<file path="config.mk">
export PLATFORM = sky130hd
export DESIGN_NAME = cfg_reg_bank
export DESIGN_NICKNAME = d
export VERILOG_FILES = /design/src/rtl/cfg_pkg.sv /design/src/rtl/sync_ff.sv /design/src/rtl/cfg_reg_bank.sv
export SDC_FILE = /design/constraint.sdc
export NUM_CORES = 1
export LEC_CHECK = 0
export BUFFER_PORTS_ARGS = -buffer_cell sky130_fd_sc_hd__buf_2
export CAP_MARGIN = 20
export CORE_MARGIN = 5
export CORE_UTILIZATION = 51
export CTS_CLUSTER_DIAMETER = 80
export CTS_CLUSTER_SIZE = 16
export DETAILED_ROUTE_END_ITERATION = 12
export PLACE_DENSITY_LB_ADDON = 0.25
export SLEW_MARGIN = 10
export SYNTH_ARGS = -nofsm -noshare
export SYNTH_HDL_FRONTEND = slang
export SYNTH_HIERARCHICAL = 1
export SYNTH_SLANG_ARGS = --single-unit
</file>
<file path="constraint.sdc">
create_clock -name clock -period 7.3 [get_ports clock]
set_input_delay 1.46 -clock clock [delete_from_list [all_inputs] [get_ports clock]]
set_output_delay 1.46 -clock clock [all_outputs]
set_load 0.005 [all_outputs]
</file>
<file path="src/rtl/cfg_pkg.sv">
// Shared definitions for the configuration register bank: address map,
// STATUS bit positions and the transaction state encoding.
package cfg_pkg;

   localparam int unsigned CFG_ADDR_W = 8;
   localparam int unsigned CFG_DATA_W = 32;

   localparam logic [CFG_ADDR_W-1:0] CFG_ADDR_ID     = 8'h00;
   localparam logic [CFG_ADDR_W-1:0] CFG_ADDR_STATUS = 8'h01;
   localparam logic [CFG_ADDR_W-1:0] CFG_ADDR_CTRL0  = 8'h02;

   // STATUS register layout
   localparam int unsigned STS_BAD_ADDR = 0;
   localparam int unsigned STS_RO_WRITE = 1;
   localparam int unsigned STS_LIVE_LSB = 16;

   typedef enum logic [1:0] {
      ST_IDLE = 2'd0,
      ST_EXEC = 2'd1,
      ST_ACK  = 2'd2
   } cfg_state_e;

endpackage

</file>
<file path="src/rtl/sync_ff.sv">
// Enable-level synchroniser: STAGES-deep flop chain, pass-through at depth 0.
// Ports: clock, reset (sync, active-high), d_i (async level), q_o (synchronised).
module sync_ff #(
   parameter int unsigned STAGES = 2
) (
   input  logic clock,
   input  logic reset,
   input  logic d_i,
   output logic q_o
);

   if (STAGES == 0) begin : g_bypass
      logic unused_clk_rst;
      assign unused_clk_rst = clock ^ reset;
      assign q_o = d_i;
   end else begin : g_chain
      logic [STAGES-1:0] chain_q;

      always_ff @(posedge clock) begin
         if (reset) begin
            chain_q <= '0;
         end else begin
            chain_q[0] <= d_i;
            for (int i = 1; i < int'(STAGES); i++) begin
               chain_q[i] <= chain_q[i-1];
            end
         end
      end

      assign q_o = chain_q[STAGES-1];
   end

endmodule

</file>
<file path="src/rtl/cfg_reg_bank.sv">
// Configuration register slave on a command-socket module slot. Executes
// mread/mwrite requests against ID, STATUS and N_CTRL control registers and
// answers with a 4-phase level acknowledge.
// Ports:
//   clock, reset          block clock, synchronous active-high reset
//   cfg_mread_en/mwrite_en request levels from the master (may be async)
//   cfg_addr, cfg_data_mwrite  address / write data, held by the master
//   cfg_data_mread, cfg_sack   reply data and acknowledge level
//   status_i              live status mirrored into STATUS[31:16]
//   ctrl_o                flat control registers, reg k at [32k+31:32k]
//   wr_pulse_o            one-cycle strobe per control register on write
//   err_o                 OR of the sticky error bits
module cfg_reg_bank
   import cfg_pkg::*;
#(
   parameter logic [31:0] ID_WORD     = 32'h0000_0000,
   parameter int unsigned N_CTRL      = 4,
   parameter int unsigned SYNC_STAGES = 2
) (
   input  logic                    clock,
   input  logic                    reset,
   input  logic                    cfg_mread_en,
   input  logic                    cfg_mwrite_en,
   input  logic [CFG_ADDR_W-1:0]   cfg_addr,
   input  logic [CFG_DATA_W-1:0]   cfg_data_mwrite,
   output logic [CFG_DATA_W-1:0]   cfg_data_mread,
   output logic                    cfg_sack,
   input  logic [15:0]             status_i,
   output logic [32*N_CTRL-1:0]    ctrl_o,
   output logic [N_CTRL-1:0]       wr_pulse_o,
   output logic                    err_o
);

   localparam logic [CFG_ADDR_W-1:0] CTRL_SPAN = CFG_ADDR_W'(N_CTRL);

   logic rd_s;
   logic wr_s;

   sync_ff #(.STAGES(SYNC_STAGES)) u_sync_rd (
      .clock (clock),
      .reset (reset),
      .d_i   (cfg_mread_en),
      .q_o   (rd_s)
   );

   sync_ff #(.STAGES(SYNC_STAGES)) u_sync_wr (
      .clock (clock),
      .reset (reset),
      .d_i   (cfg_mwrite_en),
      .q_o   (wr_s)
   );

   cfg_state_e              state_q;
   logic [CFG_ADDR_W-1:0]   addr_q;
   logic [CFG_DATA_W-1:0]   wdata_q;
   logic                    is_wr_q;
   logic [CFG_DATA_W-1:0]   rdata_q, rdata_d;
   logic                    sack_q;
   logic [CFG_DATA_W-1:0]   ctrl_q [N_CTRL];
   logic [CFG_DATA_W-1:0]   ctrl_d [N_CTRL];
   logic [N_CTRL-1:0]       wr_pulse_q, wr_pulse_d;
   logic                    bad_q, bad_d;
   logic                    ro_q, ro_d;
   logic                    err_q;

   logic [CFG_ADDR_W-1:0]   ctrl_off;
   logic                    ctrl_hit;

   assign ctrl_off = addr_q - CFG_ADDR_CTRL0;
   assign ctrl_hit = (addr_q >= CFG_ADDR_CTRL0) && (ctrl_off < CTRL_SPAN);

   // Effect of the latched request; committed by the EXEC cycle only.
   always_comb begin
      ctrl_d     = ctrl_q;
      wr_pulse_d = '0;
      bad_d      = bad_q;
      ro_d       = ro_q;
      rdata_d    = '0;

      if (addr_q == CFG_ADDR_ID) begin
         if (is_wr_q) ro_d = 1'b1;
         rdata_d = ID_WORD;
      end else if (addr_q == CFG_ADDR_STATUS) begin
         if (is_wr_q) begin
            bad_d = bad_q & ~wdata_q[STS_BAD_ADDR];
            ro_d  = ro_q  & ~wdata_q[STS_RO_WRITE];
         end
         rdata_d[CFG_DATA_W-1:STS_LIVE_LSB] = status_i;
         rdata_d[STS_BAD_ADDR]              = bad_d;
         rdata_d[STS_RO_WRITE]              = ro_d;
      end else if (ctrl_hit) begin
         for (int k = 0; k < int'(N_CTRL); k++) begin
            if (ctrl_off == CFG_ADDR_W'(k)) begin
               if (is_wr_q) begin
                  ctrl_d[k]     = wdata_q;
                  wr_pulse_d[k] = 1'b1;
               end
               rdata_d = ctrl_d[k];
            end
         end
      end else begin
         bad_d = 1'b1;
      end
   end

   // Transaction sequencer: IDLE -> EXEC -> ACK, 4-phase release back to IDLE.
   always_ff @(posedge clock) begin
      if (reset) begin
         state_q    <= ST_IDLE;
         addr_q     <= '0;
         wdata_q    <= '0;
         is_wr_q    <= 1'b0;
         rdata_q    <= '0;
         sack_q     <= 1'b0;
         wr_pulse_q <= '0;
         bad_q      <= 1'b0;
         ro_q       <= 1'b0;
         err_q      <= 1'b0;
         for (int k = 0; k < int'(N_CTRL); k++) begin
            ctrl_q[k] <= '0;
         end
      end else begin
         wr_pulse_q <= '0;
         case (state_q)
            ST_IDLE: begin
               if (rd_s || wr_s) begin
                  addr_q  <= cfg_addr;
                  wdata_q <= cfg_data_mwrite;
                  // Simultaneous read and write requests resolve to a read.
                  is_wr_q <= wr_s & ~rd_s;
                  state_q <= ST_EXEC;
               end
            end
            ST_EXEC: begin
               ctrl_q     <= ctrl_d;
               wr_pulse_q <= wr_pulse_d;
               bad_q      <= bad_d;
               ro_q       <= ro_d;
               err_q      <= bad_d | ro_d;
               rdata_q    <= rdata_d;
               sack_q     <= 1'b1;
               state_q    <= ST_ACK;
            end
            ST_ACK: begin
               if (!rd_s && !wr_s) begin
                  sack_q  <= 1'b0;
                  state_q <= ST_IDLE;
               end
            end
            default: state_q <= ST_IDLE;
         endcase
      end
   end

   for (genvar k = 0; k < int'(N_CTRL); k++) begin : g_ctrl_out
      assign ctrl_o[32*k +: 32] = ctrl_q[k];
   end

   assign cfg_data_mread = rdata_q;
   assign cfg_sack       = sack_q;
   assign wr_pulse_o     = wr_pulse_q;
   assign err_o          = err_q;

endmodule

</file>
==> results.cfg, run 1 <==
[layout]
fin_nets = 1359
layout-drive-gt1-share_pct = 23.9
diodes = 0
area_delta_synth_final_pct = 17.4
final_area_mm2 = 0.0115
post-route-util_pct = 61.2
instances_no_fill = 1559

[logic_synthesis]
yosysMostFrequentCell = nand2_1
syn_avg_cell_area_um2 = 8.62
ys_types = 57
ys_top_cells_by_area = dfxtp_1, mux2i_1, nand2_1, a21oi_1, o21ai_0
postSynth.asyncResetShare_pct = 0
synth_top_area_cell = dfxtp_1
synth_area_mm2 = 0.00982
yosys_warnings = 6
synth_commonest_cells = nand2_1, dfxtp_1, mux2i_1
syn_inst = 1139
ys_seq_elements = 215
ys_dominant_reg_cell = dfxtp_1
syn-num-nets = 1200
synth_top_cell_area_share_pct = 43.8
yosysSeqAreaShare_pct = 43.8
synth_edf_count = 0

[clocking]
htreeDepth = 1
clk_pin_slew_worst_paths_ps = 70
cts_sinks = 215
cts_buffer_depth = 3
cts_root_buf = clkbuf_16
worstSkewPairLatency_ps = 480
cts_hold_buf = 0
cts_setup_buffers = 0
cts_tree = built
cts_resized = 0
cts-buffers-inserted = 17

[critical_path]
cp_max_fo = 32
r2r-start = addr_q[1]$_SDFFE_PP0P_
crit_type = register to register
start_kind = register
r2r_end = ctrl_o[43]$_SDFFE_PP0P_
cp.arrival_ps = 4310
worstSetupEndpoint = ctrl_o[43]$_SDFFE_PP0P_
worst-r2r-setup-slack_ps = 3390
endpoint_kind = register
crit_start = addr_q[1]$_SDFFE_PP0P_
worstPathRequired_ps = 7700
reg2regPathDepth = 7

[detailed_routing]
viasPerCell = 5.89
vias = 9183
wire_per_inst_um = 19.8
ant_nets = 0
route.detailed.drc = 0
firstDrtPassIters = 5
wirelength_mm = 30.9
drt_iter0_markers = 874

[place]
dpl-instance-area_mm2 = 0.0110
io_buffers = 225
pre_cts_slack_ps = 3460
hpwl_mm = 20.6
place_congestion = 0.836
numPlacedInstances = 1535

[global_routing]
grt.total_usage_pct = 26.6
grt_pass1_wl_mm = 47.5
grt_pass1_vias = 8562
grt.overflow.total = 0
grt_max_degree = 104
antenna_found_initial = 0

[sta]
rsz0062_at_grt = no
finalSetupViolCount = 0
max_clock_freq_mhz = 256
fin_crit_sh_pct = 53.6
setup_ws_ps = 3390
maxSlewHeadroom_pct = 27.3
tightestPinTransition_ps = 1090
setup_tns_ps = 0
maxSlewViolCount = 0
hold_viol_final = 0
finalCriticalPeriod_ps = 3910
whs_ps = 438
skew_ps = 9.64

[power_and_ir_drop]
ir_worst_vdd_v = 0.000136
power_density_mw_per_mm2 = 200
fin_total_pwr_mw = 2.30
leakage_nw = 5.02

[die]
die_w_um = 149
io_pins = 226
coreArea_mm2 = 0.0188
die-area_mm2 = 0.0221
fp.dieH_um = 149
initial_core_util_pct = 52.1
rows = 50

[hold_path]
hp-class = register to register

[run_status]
status = completed

[job]
max-cap-violations = 0
[registers in the layout, summed over array words and instances (netlist names), 2 cells and up]
name                       count
u_sync_rd/g_chain.chain_q      2
wr_pulse_o                     4
wdata_q                       32
addr_q                         8
u_sync_wr/g_chain.chain_q      2
state_q                        2
ctrl_o                       128
cfg_data_mread                32
[layer usage]
| layer | track usage, % | routed length, um | up-vias |
|---|---|---|---|
| li1 | - | - | 4343 |
| met2 | 44.1 | 14600 | 387 |
| met4 | 7.19 | 749 | 0 |
| met3 | 3.83 | 2340 | 47 |
| met1 | 36.5 | 13300 | 4406 |
| met5 | 0 | 0 | - |
[cells in the final DEF (no fill, tap or decap), drive strengths merged, types with 3 or more instances in the layout]
cell type / count
a2111oi: 7
o21ai: 64
a222oi: 14
or3: 4
dfxtp: 215
a21oi: 89
nand4: 7
o31ai: 20
a22o: 3
nand2: 228
a32o: 4
inv: 16
buf: 247
nand3: 38
nor2b: 12
nor4: 3
mux2: 26
mux2i: 133
o211ai: 18
a21o: 14
o2111ai: 14
a31oi: 3
nor3: 12
clkbuf: 18
clkinv: 5
nand2b: 8
nor2: 45
[critical path, cell delays in order (launching register included)]
cell and delay, ps:
dfxtp_1 310, buf_4 390, clkinv_1 390, ha_1 390, nor4b_2 380, nand4_1 600
nor3_4 1070, mux2i_1 280
[report_power, final]
group / leakage (nW) / switching (mW) / internal [mW] / total (mW)
logic: 3.05 / 0.144 / 0.0648 / 0.209
clock network: 0.235 / 0.404 / 0.462 / 0.866
registers: 1.74 / 0.0322 / 1.19 / 1.23
total: 5.02 / 0.580 / 1.72 / 2.30
[layout make-up]
| cell class | instances | area (um2) |
|---|---|---|
| multi-input combinational | 797 | 5010 |
| timing repair buffer | 247 | 1330 |
| clock buffer | 18 | 439 |
| clock inverter | 2 | 35.0 |
| tap | 260 | 325 |
| inverter | 20 | 76.3 |
| sequential | 215 | 4310 |
| fill | 1719 | 7310 |
[kinds of logic after synthesis]
family                     count (synthesis)  share of synthesized area [%]
xor gates and xnor gates                   1                         0.0892
and+or+nand+nor                          369                           16.3
AOI/OAI and AO/OA                        266                           17.3
muxes                                    160                           16.8
DFF                                      215                           43.8
buffers and inverters                    127                           5.53
adders and majority gates                  1                          0.127
[how the worst min path moves through the flow]
stage                                            start                                       to  slack [ps]  depth (start not counted)
6_report       u_sync_rd/g_chain.chain_q[0]$_SDFF_PP0_  u_sync_rd/g_chain.chain_q[1]$_SDFF_PP0_         440                          1
3_3_place_gp   u_sync_rd/g_chain.chain_q[0]$_SDFF_PP0_  u_sync_rd/g_chain.chain_q[1]$_SDFF_PP0_         430                          1
3_5_place_dp   u_sync_rd/g_chain.chain_q[0]$_SDFF_PP0_  u_sync_rd/g_chain.chain_q[1]$_SDFF_PP0_         430                          1
4_1_cts        u_sync_rd/g_chain.chain_q[0]$_SDFF_PP0_  u_sync_rd/g_chain.chain_q[1]$_SDFF_PP0_         440                          1
5_1_grt        u_sync_rd/g_chain.chain_q[0]$_SDFF_PP0_  u_sync_rd/g_chain.chain_q[1]$_SDFF_PP0_         470                          1
2_1_floorplan  u_sync_rd/g_chain.chain_q[0]$_SDFF_PP0_  u_sync_rd/g_chain.chain_q[1]$_SDFF_PP0_         410                          1
Power figures use the tool's default switching activity.
==> run 2: changes to the inputs <==
ABC_AREA = 1   (was not set)
clock period = 3.8 ns   (was 7.3 ns; I/O delays follow)
==> run 2 against run 1 <==
  * Die area is 0.20% lower
  * Count of clock-buffer cells in the layout is 1 lower
  * Sequential power grew 89%
  * Via count is 8.5% higher
  * Register-to-register slack lost 2600 ps
  * Largest cell class unchanged
  * Highest routed layer unchanged
==> results.cfg, run 2 <==
[run_status]
status = completed

[critical_path]
crit_type = register to register
crit_chain = inv_1 > ha_1 > inv_1 > nor2_1 > nand3_1 > nor2_4 > nand2_4 > nor2_4 > nand2_2 > o21ai_0 > a21oi_1
cp_slowest_stage_delay_ps = 620
cp.buffers_inverters = 2
worst-r2r-setup-slack_ps = 810
endpoint_kind = register
r2r-start = addr_q[2]$_SDFFE_PP0P_
cp.arrival_ps = 3320
reg2regPathDepth = 11
cp_max_fo = 59
cp_slowest_cell = nand2_2
r2r_end = ctrl_o[66]$_SDFFE_PP0P_
start_kind = register
worstPathRequired_ps = 4130
cp_top_family = simple AND/OR/NAND/NOR gates

[layout]
fin_nets = 1625
largest_reg_flops = 128
final_area_mm2 = 0.0114
diodes = 0
layout.cells.most_common = nand2_1
area_delta_synth_final_pct = 16.6
layout-drive-gt1-share_pct = 18.1
final_cell_mix = nand2_1, a21oi_1, buf_2

[place]
place_congestion = 0.920
io_buffers = 225
dpl-instance-area_mm2 = 0.0109
hpwl_mm = 22.6
pre_cts_slack_ps = 862

[die]
die-area_mm2 = 0.0221
coreArea_mm2 = 0.0188
fp.dieH_um = 149
rows = 50
io_pins = 226
initial_core_util_pct = 52.0
die_w_um = 149

[logic_synthesis]
synth_mux_area_share_pct = 0
synth_top_cell_area_share_pct = 43.9
synthAdderAreaFrac_pct = 0.128
synth_top_family_by_area = compound AO/OA/AOI/OAI gates
synth_compound_area_share_pct = 28.5
synth_commonest_cells = nand2_1, a21oi_1, dfxtp_1
synth_top_area_cell = dfxtp_1
ys_top_cells_by_area = dfxtp_1, a21oi_1, o21ai_0, nand2_1, inv_1
synth_edf_count = 0
ys_types = 27
synthXorXnorAreaFrac_pct = 0
yosysMostFrequentCell = nand2_1
syn_inst = 1404
yosysSeqAreaShare_pct = 43.9
postSynth.asyncResetShare_pct = 0
ys_seq_elements = 215
yosys.area_share.simple_pct = 15.7
yosys_warnings = 6
syn-num-nets = 1465
syn_avg_cell_area_um2 = 6.98
ys_dominant_reg_cell = dfxtp_1
synth_area_mm2 = 0.00980

[global_routing]
grt_pass1_vias = 8757
grt_pass1_wl_mm = 48.6
antenna_found_initial = 0
grt.total_usage_pct = 27.3
grt.overflow.total = 0
grt_max_degree = 66

[clocking]
cts_sinks = 215
cts_resized = 0
cts_setup_buffers = 0
cts-buffers-inserted = 17
cts_buffer_depth = 3
cts_tree = built
worstSkewPairLatency_ps = 490
cts_hold_buf = 0
clk_pin_slew_worst_paths_ps = 70
cts_root_buf = clkbuf_16
htreeDepth = 1

[detailed_routing]
ant_nets = 0
route.detailed.drc = 0
viasPerCell = 5.47
dr_wl_met3_mm = 3.66
firstDrtPassIters = 5
drt_iter0_markers = 1115
wirelength_mm = 31.6
wire_per_inst_um = 17.3
top_layer = met4
wl_met2_mm = 12.3
drt-met1-wl_mm = 14.8
vias = 9964

[sta]
tightestPinTransition_ps = 941
setup_tns_ps = 0
maxSlewHeadroom_pct = 37.0
hold_viol_final = 0
setup_ws_ps = 808
maxSlewViolCount = 0
finalCriticalPeriod_ps = 2990
finalSetupViolCount = 0
skew_ps = 16.1
fin_crit_sh_pct = 78.7
max_clock_freq_mhz = 334
rsz0062_at_grt = no

[power_and_ir_drop]
ir_worst_vdd_v = 0.000229
leakage_nw = 5.46
power_density_mw_per_mm2 = 375

[hold_path]
whs_endpoint = u_sync_rd/g_chain.chain_q[1]$_SDFF_PP0_
hp-class = register to register
worstHoldStart = u_sync_rd/g_chain.chain_q[0]$_SDFF_PP0_
worstHoldPathCells = 2

[job]
max-cap-violations = 0
==> run 2: changes by cell type after synthesis, sizes merged, moves of 19 or more <==
cell | before | now
o21ai | 64 | 241
inv | 18 | 171
a21oi | 89 | 241
mux2i | 133 | 0
nor2 | 45 | 97
nand2 | 228 | 255
mux2 | 26 | 0
clkbuf | 81 | 59
buf | 26 | 46
o31ai | 20 | 1
==> run 2: logic make-up (layout without fill, tap and decap cells) <==
family | Yosys count | in the layout
AOI/OAI and AO/OA | 529 | 529
adders and majority gates | 1 | 1
buffers and inverters | 278 | 437
DFF | 215 | 215
and+or+nand+nor | 381 | 381
==> run 2: cell type report <==
cell class / count / area, um2
clock buffers: 17 / 425
clock inverters: 1 / 11.3
fillers: 1813 / 7400
inverters: 173 / 651
multi-input cells: 911 / 4350
flip-flops and latches: 215 / 4310
well taps: 260 / 325
repair buffers: 246 / 1360
==> run 2: report_power, final <==
| group | switching [mW] | leakage (nW) | internal [mW] | total [mW] |
|---|---|---|---|---|
| logic | 0.250 | 3.51 | 0.110 | 0.360 |
| clock network | 0.800 | 0.216 | 0.803 | 1.60 |
| registers | 0.0253 | 1.74 | 2.29 | 2.32 |
| total | 1.07 | 5.46 | 3.21 | 4.28 |
==> run 2: worst reg2reg max path: cells and delay by family (launching register included) <==
| kind | cells | cell delay, ps |
|---|---|---|
| fa+ha+maj | 1 | 260 |
| buf+inv | 2 | 90 |
| simple gates | 6 | 1630 |
| flops | 1 | 340 |
| compound gates | 2 | 510 |
==> run 2: layer usage <==
layer	up-vias	track usage, %
met3	47	6.92
met2	489	36.1
li1	4932	-
met5	-	0
met1	4496	43.4
met4	0	7.07
==> run 2: how the worst max path moves through the flow <==
stage	startpoint	end	slack (ps)	cells past startpoint
2_1_floorplan	addr_q[1]$_SDFFE_PP0P_	ctrl_o[32]$_SDFFE_PP0P_	1560	14
3_3_place_gp	addr_q[2]$_SDFFE_PP0P_	ctrl_o[94]$_SDFFE_PP0P_	1030	11
3_5_place_dp	addr_q[2]$_SDFFE_PP0P_	ctrl_o[66]$_SDFFE_PP0P_	860	11
4_1_cts	addr_q[2]$_SDFFE_PP0P_	ctrl_o[79]$_SDFFE_PP0P_	840	11
5_1_grt	addr_q[2]$_SDFFE_PP0P_	ctrl_o[90]$_SDFFE_PP0P_	540	11
6_report	addr_q[2]$_SDFFE_PP0P_	ctrl_o[66]$_SDFFE_PP0P_	810	11
==> run 2: stage by stage <==
stage,utilization (%),hold slack [ps],cells,power [mW]
global route,60.7,445,1823,4.44
global placement,58.0,396,1802,2.71
finish,60.7,411,1823,4.28
detailed placement,58.0,398,1802,2.72
floorplan,-,388,1404,2.60
CTS,60.3,409,1820,4.29
==> run 3: changes to the inputs <==
CORE_UTILIZATION = 49   (was 51)
clock period = 2.6 ns   (was 3.8 ns; I/O delays follow)
==> run 3 against run 2 <==
  * Power rose by 47%
  * Setup slack got worse by 570 ps
  * Sequential cell count did not move
  * Maximum frequency rose by 26%
  * First-iteration DRC count fell by 9.6%
  * Hold slack got worse by 160 ps
  * Non-clock buffer count rose by 11
  * Final cell count rose by 0.93%
  * Sequential share of layout area fell by 0.36 points
  * Count of clock-buffer cells in the layout did not move
  * Largest power group unchanged
==> results.cfg, run 3 (synthesis gave the netlist of run 2 again) <==
[detailed_routing]
ant_nets = 0
wirelength_mm = 31.0
drt_iter0_markers = 1008
wl_met2_mm = 12.2
top_layer = met4
dr_wl_met3_mm = 3.87
vias = 9918
drt-met1-wl_mm = 14.5
viasPerCell = 5.39
wire_per_inst_um = 16.9
route.detailed.drc = 0
firstDrtPassIters = 8

[global_routing]
grt.total_usage_pct = 26.2
grt_pass1_vias = 8810
grt_max_degree = 105
grt.overflow.total = 0
antenna_found_initial = 0
grt_pass1_wl_mm = 48.1

[die]
rows = 51
fp.dieH_um = 151
coreArea_mm2 = 0.0196
die_w_um = 151
die-area_mm2 = 0.0229
initial_core_util_pct = 50.0
io_pins = 226

[sta]
finalCriticalPeriod_ps = 2370
skew_ps = 16.5
max_clock_freq_mhz = 423
hold_viol_final = 0
fin_crit_sh_pct = 91.0
maxSlewHeadroom_pct = 57.0
finalSetupViolCount = 0
setup_tns_ps = 0
maxSlewViolCount = 0
tightestPinTransition_ps = 645
rsz0062_at_grt = no

[power_and_ir_drop]
comb_power_share_pct = 8.6
clkPwrFrac_pct = 37.5
p_int_mw = 4.70
ir_worst_vdd_v = 0.000316
power_density_mw_per_mm2 = 544
switching_share_pct = 25.1
seq_power_share_pct = 53.9
fin_total_pwr_mw = 6.27
p_switching_mw = 1.57
leakage_nw = 5.52

[critical_path]
crit_type = register to register
crit_chain = inv_1 > ha_1 > inv_1 > nor2_1 > nand3_1 > nor2_4 > nand2_2 > inv_2 > nand2_4 > clkinv_2 > buf_12 > o21ai_0 > a21oi_1
cp_slowest_cell = dfxtp_1
cp_max_fo = 40
cp.arrival_ps = 2790
worstPathRequired_ps = 3020
cp_slowest_stage_delay_ps = 350
endpoint_kind = register
start_kind = register
path_common_cell = inv_1

[layout]
fin_nets = 1636
layout-drive-gt1-share_pct = 18.7
area_delta_synth_final_pct = 17.7
layout.cells.most_common = nand2_1
final_cell_mix = nand2_1, a21oi_1, buf_2
largest_reg_flops = 128
diodes = 0
final_area_mm2 = 0.0115

[place]
hpwl_mm = 22.9
dpl-instance-area_mm2 = 0.0111
io_buffers = 225
place_congestion = 0.918

[clocking]
clk_pin_slew_worst_paths_ps = 70
worstSkewPairLatency_ps = 490
cts_buffer_depth = 3
cts-buffers-inserted = 17
cts_root_buf = clkbuf_16
htreeDepth = 1
cts_sinks = 215
cts_tree = built

[job]
max-cap-violations = 0

[run_status]
status = completed

[hold_path]
hp-class = input port to register
[run 3: cell types whose count changed in the layout (fill, tap and decap cells not counted)]
cell / change
buf_4: +9
inv_2: -1
buf_16: -2
inv_6: +1
clkinv_2: +1
buf_12: +4
[run 3: worst paths after layout]
check,startpoint,to,slack [ps],cells after the start
setup / recovery,addr_q[2]$_SDFFE_PP0P_,ctrl_o[112]$_SDFFE_PP0P_,230,13
hold / removal,cfg_mread_en,u_sync_rd/g_chain.chain_q[0]$_SDFF_PP0_,250,3
setup reg to reg,addr_q[2]$_SDFFE_PP0P_,ctrl_o[112]$_SDFFE_PP0P_,230,13
hold reg to reg,u_sync_rd/g_chain.chain_q[0]$_SDFF_PP0_,u_sync_rd/g_chain.chain_q[1]$_SDFF_PP0_,420,2
[run 3: cell type report]
| cell class | instances | area (um2) |
|---|---|---|
| sequential | 215 | 4310 |
| fill | 1944 | 8050 |
| clock buffer | 17 | 425 |
| tap | 265 | 332 |
| inverter | 173 | 652 |
| timing repair buffer | 257 | 1450 |
| clock inverter | 2 | 20.0 |
| multi-input combinational | 911 | 4350 |
[run 3: what timing repair did]
action                     4_1_cts  5_1_grt
setup endpoints to repair        0        9
hold buffers                     0        0
gates resized for setup          0        1
buffers inserted                 0        0
hold endpoints to repair         0        0
[run 3: power groups by stage]
stage	clock network, mW	registers [mW]	logic, mW
2_1_floorplan	0	3.45	0.353
3_3_place_gp	0	3.46	0.521
3_5_place_dp	0	3.46	0.527
4_1_cts	2.40	3.38	0.530
5_1_grt	2.53	3.39	0.603
6_report	2.35	3.38	0.537
[run 3: critical path: cells and delay by family (launching register included)]
family / cells / cell delay, ps
buffers and inverters: 5 / 740
and+or+nand+nor: 5 / 680
DFF: 1 / 350
adders and majority gates: 1 / 270
AOI/OAI and AO/OA: 2 / 260
[run 3: per-layer routing]
metal	GRT usage [%]	vias up
met1	42.1	4457
met2	34.3	473
met4	5.85	0
li1	-	4958
met3	6.82	30
met5	0	-
[run 3: per-stage QoR]
step	util (%)	setup WS (ps)	hold WS (ps)	instances
6_report	58.9	233	254	1840
5_1_grt	58.9	2.94	250	1840
4_1_cts	58.9	193	238	1840
3_5_place_dp	56.6	216	406	1821
3_3_place_gp	56.6	312	400	1821
2_1_floorplan	-	358	388	1404
